File: src/rtl/imm_ext_pkg.sv
// Shared mode encodings and the width-generic extension function for the
// ID/EX immediate stage.
package imm_ext_pkg;

  localparam logic [1:0] MODE_SIGN = 2'd0;
  localparam logic [1:0] MODE_ZERO = 2'd1;
  localparam logic [1:0] MODE_LUI  = 2'd2;
  localparam logic [1:0] MODE_BR   = 2'd3;

  localparam int MAX_W = 64;

  // imm arrives zero-padded to MAX_W; callers keep only the low out_w bits.
  function automatic logic [MAX_W-1:0] ext_f(input logic [MAX_W-1:0] imm,
                                             input logic [1:0]       mode,
                                             input int               in_w,
                                             input int               out_w);
    logic             sign;
    logic [MAX_W-1:0] sx;
    sign = |(imm & (MAX_W'(1) << (in_w - 1)));
    sx   = sign ? (imm | ({MAX_W{1'b1}} << in_w)) : imm;
    case (mode)
      MODE_SIGN: ext_f = sx;
      MODE_ZERO: ext_f = imm;
      MODE_LUI:  ext_f = imm << (out_w - in_w);
      default:   ext_f = sx << 2;
    endcase
  endfunction

endpackage

File: src/rtl/imm_extend_pipe_if.sv
// Valid/ready bus for the immediate-extension stage: input beat side plus
// extended-result side.
interface imm_extend_pipe_if
  import imm_ext_pkg::*;
#(
  parameter int IN_W  = 16,
  parameter int OUT_W = 32
);
  logic             in_valid;
  logic             in_ready;
  logic [IN_W-1:0]  in_imm;
  logic [1:0]       in_mode;
  logic             out_valid;
  logic             out_ready;
  logic [OUT_W-1:0] out_data;
  logic [1:0]       out_mode;

  modport master (
    output in_valid, in_imm, in_mode, out_ready,
    input  in_ready, out_valid, out_data, out_mode
  );

  modport slave (
    input  in_valid, in_imm, in_mode, out_ready,
    output in_ready, out_valid, out_data, out_mode
  );
endinterface

File: src/rtl/imm_ext_core.sv
// Combinational immediate extender; one instance sits on the input side so
// the pipeline registers only ever hold finished results.
module imm_ext_core
  import imm_ext_pkg::*;
#(
  parameter int IN_W  = 16,
  parameter int OUT_W = 32
) (
  input  logic [IN_W-1:0]  imm,
  input  logic [1:0]       mode,
  output logic [OUT_W-1:0] ext
);

  assign ext = OUT_W'(ext_f(MAX_W'(imm), mode, IN_W, OUT_W));

endmodule

File: src/rtl/imm_extend_pipe.sv
// Registered immediate-extension stage with a main output register and a
// skid register, so back-pressure never loses or repeats a beat.
module imm_extend_pipe
  import imm_ext_pkg::*;
#(
  parameter int IN_W  = 16,
  parameter int OUT_W = 32
) (
  input  logic              Clk,
  input  logic              Rst,
  input  logic              Flush,
  imm_extend_pipe_if.slave  bus
);

  if (IN_W < 2 || OUT_W < IN_W + 2 || OUT_W > MAX_W) begin : g_bad_params
    $error("imm_extend_pipe: illegal IN_W/OUT_W combination");
  end

  logic             m_valid_reg;
  logic [OUT_W-1:0] m_data_reg;
  logic [1:0]       m_mode_reg;
  logic             s_valid_reg;
  logic [OUT_W-1:0] s_data_reg;
  logic [1:0]       s_mode_reg;
  logic [OUT_W-1:0] ext_data;
  logic             accept;
  logic             m_free;

  imm_ext_core #(.IN_W(IN_W), .OUT_W(OUT_W)) u_core (
    .imm  (bus.in_imm),
    .mode (bus.in_mode),
    .ext  (ext_data)
  );

  // in_ready comes straight from the skid flop, keeping it off any comb path.
  assign bus.in_ready  = !s_valid_reg;
  assign accept        = bus.in_valid && !s_valid_reg;
  assign m_free        = !m_valid_reg || bus.out_ready;

  assign bus.out_valid = m_valid_reg;
  assign bus.out_data  = m_data_reg;
  assign bus.out_mode  = m_mode_reg;

  always_ff @(posedge Clk) begin
    if (!Rst || Flush) begin
      m_valid_reg <= 1'b0;
      m_data_reg  <= '0;
      m_mode_reg  <= '0;
      s_valid_reg <= 1'b0;
      s_data_reg  <= '0;
      s_mode_reg  <= '0;
    end else if (m_free) begin
      // Skid content is older than any new beat, so it wins the move into M.
      if (s_valid_reg) begin
        m_valid_reg <= 1'b1;
        m_data_reg  <= s_data_reg;
        m_mode_reg  <= s_mode_reg;
        s_valid_reg <= 1'b0;
      end else if (accept) begin
        m_valid_reg <= 1'b1;
        m_data_reg  <= ext_data;
        m_mode_reg  <= bus.in_mode;
      end else begin
        m_valid_reg <= 1'b0;
      end
    end else if (accept) begin
      s_valid_reg <= 1'b1;
      s_data_reg  <= ext_data;
      s_mode_reg  <= bus.in_mode;
    end
  end

endmodule

File: src/flat_wrapper.sv
// flat-port wrapper written by rule: the top's interface ports become plain ports
module imm_extend_pipe_flat import imm_ext_pkg::*;
#(
  parameter int IN_W  = 16,
  parameter int OUT_W = 32
)
  (Clk, Rst, Flush, bus_in_valid, bus_in_imm, bus_in_mode, bus_out_ready, bus_in_ready, bus_out_valid, bus_out_data, bus_out_mode);
  imm_extend_pipe_if #(.IN_W(IN_W), .OUT_W(OUT_W)) bus_i ();
  input  logic Clk;
  input  logic Rst;
  input  logic Flush;
  input wire logic [$bits(bus_i.in_valid)-1:0] bus_in_valid;
  input wire logic [$bits(bus_i.in_imm)-1:0] bus_in_imm;
  input wire logic [$bits(bus_i.in_mode)-1:0] bus_in_mode;
  input wire logic [$bits(bus_i.out_ready)-1:0] bus_out_ready;
  output wire logic [$bits(bus_i.in_ready)-1:0] bus_in_ready;
  output wire logic [$bits(bus_i.out_valid)-1:0] bus_out_valid;
  output wire logic [$bits(bus_i.out_data)-1:0] bus_out_data;
  output wire logic [$bits(bus_i.out_mode)-1:0] bus_out_mode;
  assign bus_i.in_valid = bus_in_valid;
  assign bus_i.in_imm = bus_in_imm;
  assign bus_i.in_mode = bus_in_mode;
  assign bus_i.out_ready = bus_out_ready;
  assign bus_in_ready = bus_i.in_ready;
  assign bus_out_valid = bus_i.out_valid;
  assign bus_out_data = bus_i.out_data;
  assign bus_out_mode = bus_i.out_mode;
  imm_extend_pipe #(.IN_W(IN_W), .OUT_W(OUT_W)) u_core (.Clk(Clk), .Rst(Rst), .Flush(Flush), .bus(bus_i));
endmodule
File: config.mk
export PLATFORM = sky130hd
export DESIGN_NAME = imm_extend_pipe_flat
export DESIGN_NICKNAME = d
export VERILOG_FILES = /design/src/rtl/imm_ext_pkg.sv /design/src/rtl/imm_extend_pipe_if.sv /design/src/rtl/imm_ext_core.sv /design/src/rtl/imm_extend_pipe.sv /design/src/flat_wrapper.sv
export SDC_FILE = /design/constraint.sdc
export NUM_CORES = 1
export LEC_CHECK = 0
export CAP_MARGIN = 10
export CORE_UTILIZATION = 35
export CTS_CLUSTER_DIAMETER = 100
export DETAILED_ROUTE_END_ITERATION = 6
export SLEW_MARGIN = 20
export SYNTH_ARGS = -nofsm -noshare
export SYNTH_HDL_FRONTEND = slang
export SYNTH_SLANG_ARGS = --single-unit
File: constraint.sdc
create_clock -name Clk -period 1.68 [get_ports Clk]
set_input_delay 0.336 -clock Clk [delete_from_list [all_inputs] [get_ports Clk]]
set_output_delay 0.336 -clock Clk [all_outputs]
set_load 0.02 [all_outputs]
==> results of run 1 <==
[through the flow]
stage | hold slack, ns | instances | TNS (ns) | utilization
after floorplan | 0.432 | 351 | 0 | -
after global placement | 0.438 | 546 | -9.45 | 0.464
after detailed placement | 0.444 | 546 | -10.37 | 0.464
after CTS | 0.455 | 562 | 0 | 0.485
after global routing | 0.479 | 562 | 0 | 0.486
final | 0.456 | 562 | 0 | 0.486
[power by group through the flow]
stage	sequential (mW)	clock [mW]	combinational, mW
detailed placement	1.75	0	0.580
CTS	1.71	1.42	0.581
floorplan	1.78	0	0.294
global route	1.72	1.49	0.624
global placement	1.75	0	0.573
finish	1.71	1.39	0.581
[tightest hold or removal path: cells and delay by family, from the launching register on]
kind            cells  cell delay [ns]
compound gates      1             0.05
flops               1             0.31
simple gates        1             0.05
[layer usage]
metal | share of wire | GRT usage | up-vias
met5 | 0 | 0 | -
met2 | 0.48 | 0.301 | 71
met1 | 0.47 | 0.259 | 1408
met3 | 0.045 | 0.0260 | 5
met4 | 0.0074 | 0.0747 | 0
li1 | - | - | 1482
[cell usage after synthesis, drive strengths merged, types with 3 or more instances]
cell type | number | area (um2)
dfxtp | 70 | 1400
a21oi | 59 | 307
buf | 28 | 191
a211oi | 20 | 150
nand2b | 17 | 106
nor2 | 16 | 60.1
nor2b | 16 | 100
mux2 | 15 | 188
o21ai | 15 | 75.1
a211o | 14 | 123
a221oi | 14 | 135
a32o | 14 | 140
o2bb2ai | 14 | 123
clkbuf | 9 | 35.0
nand2 | 8 | 30.0
nand3 | 4 | 20.0
nor3b | 3 | 27.5
[worst paths after layout]
kind                                         startpoint                       to  slack [ns]
worst min register to register    u_core.s_data_reg[31]    u_core.s_data_reg[31]        0.46
worst min-delay path              u_core.s_data_reg[31]    u_core.s_data_reg[31]        0.46
worst max-delay path            u_core.bus.out_data[18]         bus_out_data[18]        0.03
worst max register to register       u_core.s_valid_reg  u_core.bus.out_data[19]        0.27
[cell type report]
type	count	area [um2]	share of cell area
repair buffers	103	1000	0.224
clock inverters	4	45.0	0.0100
flip-flops and latches	70	1400	0.312
well taps	129	161	0.0360
multi-input cells	242	1710	0.382
inverters	2	7.51	0.00167
clock buffers	12	155	0.0346
[cells by family (layout without fill, tap and decap cells)]
family / Yosys count / after routing / share of synthesized area
AO/OA/AOI/OAI: 153 / 153 / 0.321
buffers and inverters: 39 / 121 / 0.0700
multiplexers: 16 / 16 / 0.0592
AND/OR/NAND/NOR: 73 / 73 / 0.130
flip-flops: 70 / 70 / 0.419
[repair_timing]
item,CTS,global route
hold endpoints to repair,0,0
buffers inserted,0,0
hold buffers,0,0
pin swaps,0,0
setup endpoints to repair,3,2
resized for setup,3,2
==> results.yml, run 1 <==
grt:
  grt_antenna_before_repair: 0
  grt_pass1_wl_um: 14600
  grt_start_max_net_pins: 36
  overflow: 0
  grt_pass1_vias: 2814
  grt_util_all_layers: 0.190
floorplanning:
  die_h_um: 99.7
  core_um2: 9240
  rows: 35
  initial_core_util: 0.362
  io_pins: 59
  die_w_um: 99.7
  die_area_um2: 9940
power_and_ir_drop:
  finalPower_mw: 3.68
  power.internal_mw: 2.75
  combPwrFrac: 0.158
  p_switching_uw: 933
  pwr-share-seq: 0.465
  total_leakage_power_nw: 1.64
  ir_drop_uv: 389
  power_density_nw_per_um2: 819
  clkPwrFrac: 0.377
  swShare: 0.254
timing:
  setup_viol: 0
  setup_ws_ns: 0.0251
  finalHoldViolCount: 0
  skew_ns: 0.00475
  grt_setup_unrepaired: "no"
  post-route-period-util: 0.985
  tightest_slew_ns: 0.364
  slew_headroom: 0.757
  period_minus_slack_ns: 1.65
  slew_viol_final: 0
  clock.fmax_mhz: 604
final_layout:
  final_common_cell: "dfxtp_1"
  num-fill-cells: 884
  layout_common_cells: "69 x dfxtp_1, 58 x a21oi_1, 54 x clkdlybuf4s50_1, 38 x buf_4, 20 x a211oi_1"
  postLayoutCellArea_um2: 4490
  num_antenna_cells: 0
  layout-drive-gt1-share: 0.196
  nNetsFinal: 451
  area_growth_pct: 34.3
worst_hold_path:
  hold_depth: 2
  hp-class: "reg2reg"
detailed_routing:
  ant_nets: 0
  drc_errors: 0
  drt_iter0_drc: 134
  post_drt_wl_per_cell_um: 16.3
  vias: 2966
  routed_via_density: 5.28
  routed_wirelength_um: 9160
  first_pass_iters: 5
clock_tree:
  cts_buffer_depth: 2
  cts_num_sinks: 70
  numCtsBuffers: 9
  clk_latency_ns: 0.34
  ctsRootBufferMaster: "clkbuf_8"
  cts_htree_levels: 3
  cts.reportedPaths.clkPinSlew_ns: 0.07
  cts_tree: "built"
setup_path:
  start_kind: "flip-flop"
  worstPathArrival_ns: 1.32
  path_delay_family: "buffers and inverters"
  reg2reg_depth: 4
  crit_path_end_kind: "output pin"
  critPathBufInv: 1
  worst-path-stages: 1
  critPathMaxFanout: 2
  slowest_delay_ns: 0.62
  path_cells: "clkdlybuf4s50_1"
  crit_path_top_delay_cell: "clkdlybuf4s50_1"
  worst-setup-path-type: "reg2out"
  cp.required_ns: 1.34
place:
  hpwlAfterDp_um: 6350
  port_buffers: 58
  gp_congestion: 0.766
  place_ws_ns: -0.293
  placed_cell_area_um2: 4280
yosys:
  synthFlopType: "dfxtp_1"
  synth-seq-cells: 70
  postSynthCellCount: 351
  yosysWarnings: 0
  syn_area_per_cell_um2: 9.52
  ys_types: 39
  async_flop_share: 0
  ys_seq_area_frac: 0.419
  synth_edf_count: 0
  syn_area_um2: 3340
  synthesis.nets: 374
flow_run:
  drv_cap: 0
run_status:
  status: "finished clean"
No activity file was read; power rests on OpenSTA's default activity.
==> inputs of run 2 (changes only) <==
--- a/config.mk
+++ b/config.mk
@@ -6,6 +6,7 @@
 export NUM_CORES = 1
 export LEC_CHECK = 0
 export CAP_MARGIN = 10
+export CORE_MARGIN = 2
 export CORE_UTILIZATION = 35
 export CTS_CLUSTER_DIAMETER = 100
 export DETAILED_ROUTE_END_ITERATION = 6
==> run 2 against run 1 <==
Compared with the run above:
- sequential cell count did not move
- largest cell class unchanged
- largest power group unchanged
- maximum frequency up 1.5%
- die area increased by 4.1%
- clock skew rose by 0.0023 ns
- non-clock buffer count is 3 lower
- critical endpoint is now bus_out_data[13]
- via count increased by 0.88%
- wire length is 1.4% lower
- total power increased by 2.9%
- core utilization grew 0.095 points
- worst hold slack improved by 0.0018 ns
- clock power grew 8%
- count of clock-buffer cells in the layout unchanged
==> results.yml, run 2 (synthesized netlist as in run 1, its figures left out) <==
setup_path:
  reg2reg_slack_ns: 0.15
  cp-endpoint: "bus_out_data[13]"
  path_cells: "clkdlybuf4s50_1"
  r2r_end: "u_core.bus.out_data[23]"
  slowest_delay_ns: 0.61
  r2r-start: "u_core.s_valid_reg"
  path_delay_family: "buffers and inverters"
  crit_start: "u_core.bus.out_data[13]"
  start_kind: "flip-flop"
  crit_path_top_delay_cell: "clkdlybuf4s50_1"
  cp.required_ns: 1.34
  critPathMaxFanout: 2
  worstPathArrival_ns: 1.29
  critPathBufInv: 1
  worst-setup-path-type: "reg2out"
  worst-path-stages: 1
  crit_path_end_kind: "output pin"
  reg2reg_depth: 4
floorplanning:
  initial_core_util: 0.362
  die_area_um2: 10300
  die_w_um: 102
  die_h_um: 102
  core_um2: 9240
  io_pins: 59
  rows: 35
detailed_routing:
  vias: 2992
  ant_nets: 0
  post_drt_wl_per_cell_um: 16.2
  drc_errors: 0
  drt_iter0_drc: 120
  routed_via_density: 5.35
  routed_wirelength_um: 9040
  first_pass_iters: 4
place:
  hpwlAfterDp_um: 6260
  gp_congestion: 0.806
  port_buffers: 58
  place_inst: 543
timing:
  post-route-period-util: 0.970
  tightest_slew_ns: 0.410
  slew_headroom: 0.726
  grt_setup_unrepaired: "no"
  setup_tns_ns: 0
  clock.fmax_mhz: 613
  setup_viol: 0
  finalHoldViolCount: 0
  slew_viol_final: 0
  skew_ns: 0.00706
  period_minus_slack_ns: 1.63
grt:
  grt_util_all_layers: 0.183
  grt_start_max_net_pins: 35
  grt_pass1_vias: 2830
  grt_antenna_before_repair: 0
  overflow: 0
  grt_pass1_wl_um: 14600
clock_tree:
  clk_latency_ns: 0.34
  numCtsBuffers: 9
  cts_tree: "built"
  cts_buffer_depth: 2
  cts.reportedPaths.clkPinSlew_ns: 0.08
  cts_htree_levels: 3
  cts_num_sinks: 70
  ctsRootBufferMaster: "clkbuf_8"
  post_cts_buffers: 0
power_and_ir_drop:
  ir_drop_uv: 490
  finalPower_mw: 3.79
  total_leakage_power_nw: 1.72
  power_density_nw_per_um2: 842
final_layout:
  area_growth_pct: 34.6
  final_common_cell: "dfxtp_1"
  num-fill-cells: 899
  num_antenna_cells: 0
  finalNonFillerCells: 559
  nNetsFinal: 448
  multi_input_area_um2: 1710
  final-seq-area_um2: 1400
  layout_common_cells: "69 x dfxtp_1, 58 x a21oi_1, 49 x clkdlybuf4s50_1, 34 x buf_4, 20 x a211oi_1"
  layout-drive-gt1-share: 0.188
flow_run:
  drv_cap: 0
worst_hold_path:
  hp-class: "reg2reg"
run_status:
  status: "finished clean"
==> run 2: cell types whose count changed in the layout (fill, tap and decap cells not counted) <==
cell / before / now
buf_4: 38 / 34
buf_6: 0 / 1
bufinv_16: 1 / 2
clkbuf_1: 1 / 2
clkbuf_8: 11 / 10
clkdlybuf4s50_1: 54 / 49
clkinv_2: 3 / 2
dlymetal6s2s_1: 1 / 6
==> run 2: worst min-delay path by stage <==
stage	start	cells after the start	slack [ns]	endpoint
2_1_floorplan	u_core.s_data_reg[31]	2	0.43	u_core.s_data_reg[31]
4_1_cts	u_core.s_mode_reg[0]	2	0.46	u_core.s_mode_reg[0]
3_5_place_dp	u_core.bus.out_data[18]	1	0.45	u_core.bus.out_data[18]
6_report	u_core.s_mode_reg[0]	2	0.46	u_core.s_mode_reg[0]
3_3_place_gp	u_core.s_data_reg[31]	2	0.44	u_core.s_data_reg[31]
5_1_grt	u_core.bus.out_data[10]	1	0.48	u_core.bus.out_data[10]
==> run 2: timing repair <==
action,in CTS,in global routing
endpoints found under the setup margin,3,8
hold buffers,0,0
resized for setup,3,8
==> run 2: report_power, final <==
group	total (mW)	switching, mW	internal (mW)
Sequential	1.71	0.0185	1.69
Combinational	0.573	0.285	0.288
Clock	1.50	0.628	0.874
==> run 2: area by class of cell <==
class / count / area share
timing repair buffer: 100 / 0.222
clock buffer: 12 / 0.0323
sequential: 70 / 0.312
multi-input combinational: 242 / 0.381
clock inverter: 4 / 0.0156
inverter: 2 / 0.00167
tap: 129 / 0.0359
==> run 2: per-stage QoR <==
stage	area (um2)	hold slack, ns	worst slack [ns]	utilization
after detailed placement	4260	0.445	-0.300	0.461
after floorplan	3340	0.432	0.336	-
after global routing	4500	0.480	0.000509	0.487
after global placement	4260	0.439	-0.268	0.461
final	4500	0.458	0.0500	0.487
after CTS	4470	0.461	0.00250	0.484
==> run 2: metal layers <==
metal	routed length [um]	GRT usage	vias to the layer above
li1	-	-	1476
met1	4290	0.252	1429
met2	4210	0.281	72
met3	352	0.0331	15
met4	178	0.0748	0
met5	0	0	-
==> run 2: worst reg2reg max path: cells and delay by family, from the launching register on <==
family	cells	cell delay (ns)
AOI/OAI and AO/OA	2	0.44
buffers and inverters	1	0.22
DFF	1	0.43
and+or+nand+nor	1	0.33
==> inputs of run 3 (changes only) <==
--- a/config.mk
+++ b/config.mk
@@ -7,9 +7,10 @@
 export LEC_CHECK = 0
 export CAP_MARGIN = 10
 export CORE_MARGIN = 2
-export CORE_UTILIZATION = 35
+export CORE_UTILIZATION = 40
 export CTS_CLUSTER_DIAMETER = 100
 export DETAILED_ROUTE_END_ITERATION = 6
+export SETUP_SLACK_MARGIN = 0.4
 export SLEW_MARGIN = 20
 export SYNTH_ARGS = -nofsm -noshare
 export SYNTH_HDL_FRONTEND = slang
==> constraint.sdc (replaced) <==
create_clock -name Clk -period 1.68 [get_ports Clk]
set_input_delay 0.336 -clock Clk [delete_from_list [all_inputs] [get_ports Clk]]
set_output_delay 0.336 -clock Clk [all_outputs]
set_load 0.005 [all_outputs]
==> run 3 against run 2 <==
Compared with the run above:
- critical path depth is 6 higher
- count of clock-buffer cells in the layout down 2
- cell count up 3.8%
- clock skew fell by 0.0014 ns
- non-clock buffer count increased by 44
- total power is 4.9% higher
- sequential power is essentially flat
- maximum frequency increased by 9.3%
- largest power group unchanged
- global-route usage up 7.4 points
- core utilization rose by 17 points
- wire length increased by 23%
- design area grew 20%
==> results.yml, run 3 (synthesized netlist as in run 1, its figures left out) <==
timing:
  grt_setup_unrepaired: "yes"
  skew_ns: 0.00562
  period_minus_slack_ns: 1.49
  post-route-period-util: 0.887
  slew_viol_final: 0
  slew_headroom: 0.707
  clock.fmax_mhz: 671
  tightest_slew_ns: 0.440
  setup_viol: 0
  setup_tns_ns: 0
  finalHoldViolCount: 0
  holdWs_ns: 0.460
grt:
  grt_start_max_net_pins: 29
  grt_util_all_layers: 0.256
  grt_antenna_before_repair: 0
  overflow: 0
  grt_pass1_wl_um: 17400
  grt_pass1_vias: 3286
power_and_ir_drop:
  power_density_nw_per_um2: 738
  ir_drop_uv: 407
  total_leakage_power_nw: 2.09
floorplanning:
  initial_core_util: 0.409
  die_area_um2: 9100
  die_w_um: 95.4
  die_h_um: 95.4
  io_pins: 59
  core_um2: 8180
  rows: 33
flow_run:
  drv_cap: 0
worst_hold_path:
  holdPathEnd: "u_core.bus.out_data[24]"
  hold_depth: 1
  holdCritStartpoint: "u_core.bus.out_data[24]"
  hp-class: "reg2reg"
run_status:
  status: "finished clean"
detailed_routing:
  ant_nets: 0
  drc_errors: 0
  routed_wirelength_um: 11100
  vias: 3360
  post_drt_wl_per_cell_um: 19.2
  routed_via_density: 5.79
  first_pass_iters: 5
  drt_iter0_drc: 253
final_layout:
  multi_input_area_um2: 1990
  layout-drive-gt1-share: 0.444
  num-fill-cells: 659
  layout_common_cells: "49 x buf_4, 46 x a21oi_1, 39 x dfxtp_1, 29 x dfxtp_2, 28 x clkdlybuf4s15_1"
  final_common_cell: "buf_4"
  nNetsFinal: 493
  num_antenna_cells: 0
  postLayoutCellArea_um2: 5390
  final-seq-area_um2: 1450
  area_growth_pct: 61.2
setup_path:
  crit_path_end_kind: "flip-flop"
  path_cells: "buf_16 -> buf_8 -> nor4b_4 -> buf_4 -> buf_6 -> a221oi_2 -> o2bb2ai_1"
  r2r-start: "u_core.s_valid_reg"
  slowest_delay_ns: 0.38
  reg2reg_slack_ns: 0.19
  reg2reg_depth: 7
  crit_path_top_delay_cell: "dfxtp_4"
  cp.required_ns: 1.96
  worst-setup-path-type: "reg2reg"
  path_delay_family: "buffers and inverters"
  r2r_end: "u_core.bus.out_data[27]"
  worstPathArrival_ns: 1.77
  start_kind: "flip-flop"
  critPathMaxFanout: 5
  critPathBufInv: 4
clock_tree:
  numCtsBuffers: 9
  cts_htree_levels: 3
  ctsRootBufferMaster: "clkbuf_8"
  cts.reportedPaths.clkPinSlew_ns: 0.08
  clk_latency_ns: 0.35
  cts_buffer_depth: 2
  cts_num_sinks: 70
  cts_tree: "built"
place:
  placed_cell_area_um2: 4320
  hpwlAfterDp_um: 6160
  gp_congestion: 0.795
  port_buffers: 58
==> run 3: per-layer routing <==
metal  global-route usage  routed length, um
met1                0.343               5110
met2                0.413               5260
met3               0.0324                522
met4                0.117                236
met5                    0                  0
==> run 3: worst max path at each step <==
stage                                         end  slack (ns)  cells past startpoint          startpoint
after floorplan           u_core.bus.out_data[12]        0.40                      5      bus_in_mode[0]
final                     u_core.bus.out_data[27]        0.19                      7  u_core.s_valid_reg
after CTS                  u_core.bus.out_data[8]        0.22                      7  u_core.s_valid_reg
after global placement    u_core.bus.out_data[24]       -0.27                      7      bus_in_mode[0]
after global routing      u_core.bus.out_data[26]        0.15                      7  u_core.s_valid_reg
after detailed placement  u_core.bus.out_data[27]       -0.29                      7      bus_in_mode[0]
==> run 3: final cells by class <==
class,instances,area share
Clock buffer,10,0.0256
Clock inverter,6,0.0158
Inverter,2,0.00186
Multi-Input combinational cell,243,0.369
Sequential cell,70,0.268
Tap cell,105,0.0244
Timing Repair Buffer,144,0.295
==> run 3: what timing repair did <==
item,4_1_cts,5_1_grt
setup endpoints to repair,104,93
pin swaps,13,12
hold buffers,0,0
cloned,10,0
gates resized for setup,137,60
setup buffers,23,7
==> run 3: stage by stage <==
stage               total power, mW  setup WS (ns)  cells  utilization
global placement               2.31         -0.267    524        0.528
floorplan                      2.06          0.401    351            -
detailed placement             2.31         -0.285    524        0.528
global route                   4.11          0.153    580        0.659
CTS                            3.95          0.224    573        0.638
finish                         3.97          0.189    580        0.659
==> run 3: report_power, final <==
group          switching, mW  total [mW]  internal [mW]
registers             0.0198        1.71           1.69
logic                  0.329       0.709          0.380
clock network          0.679        1.55          0.871
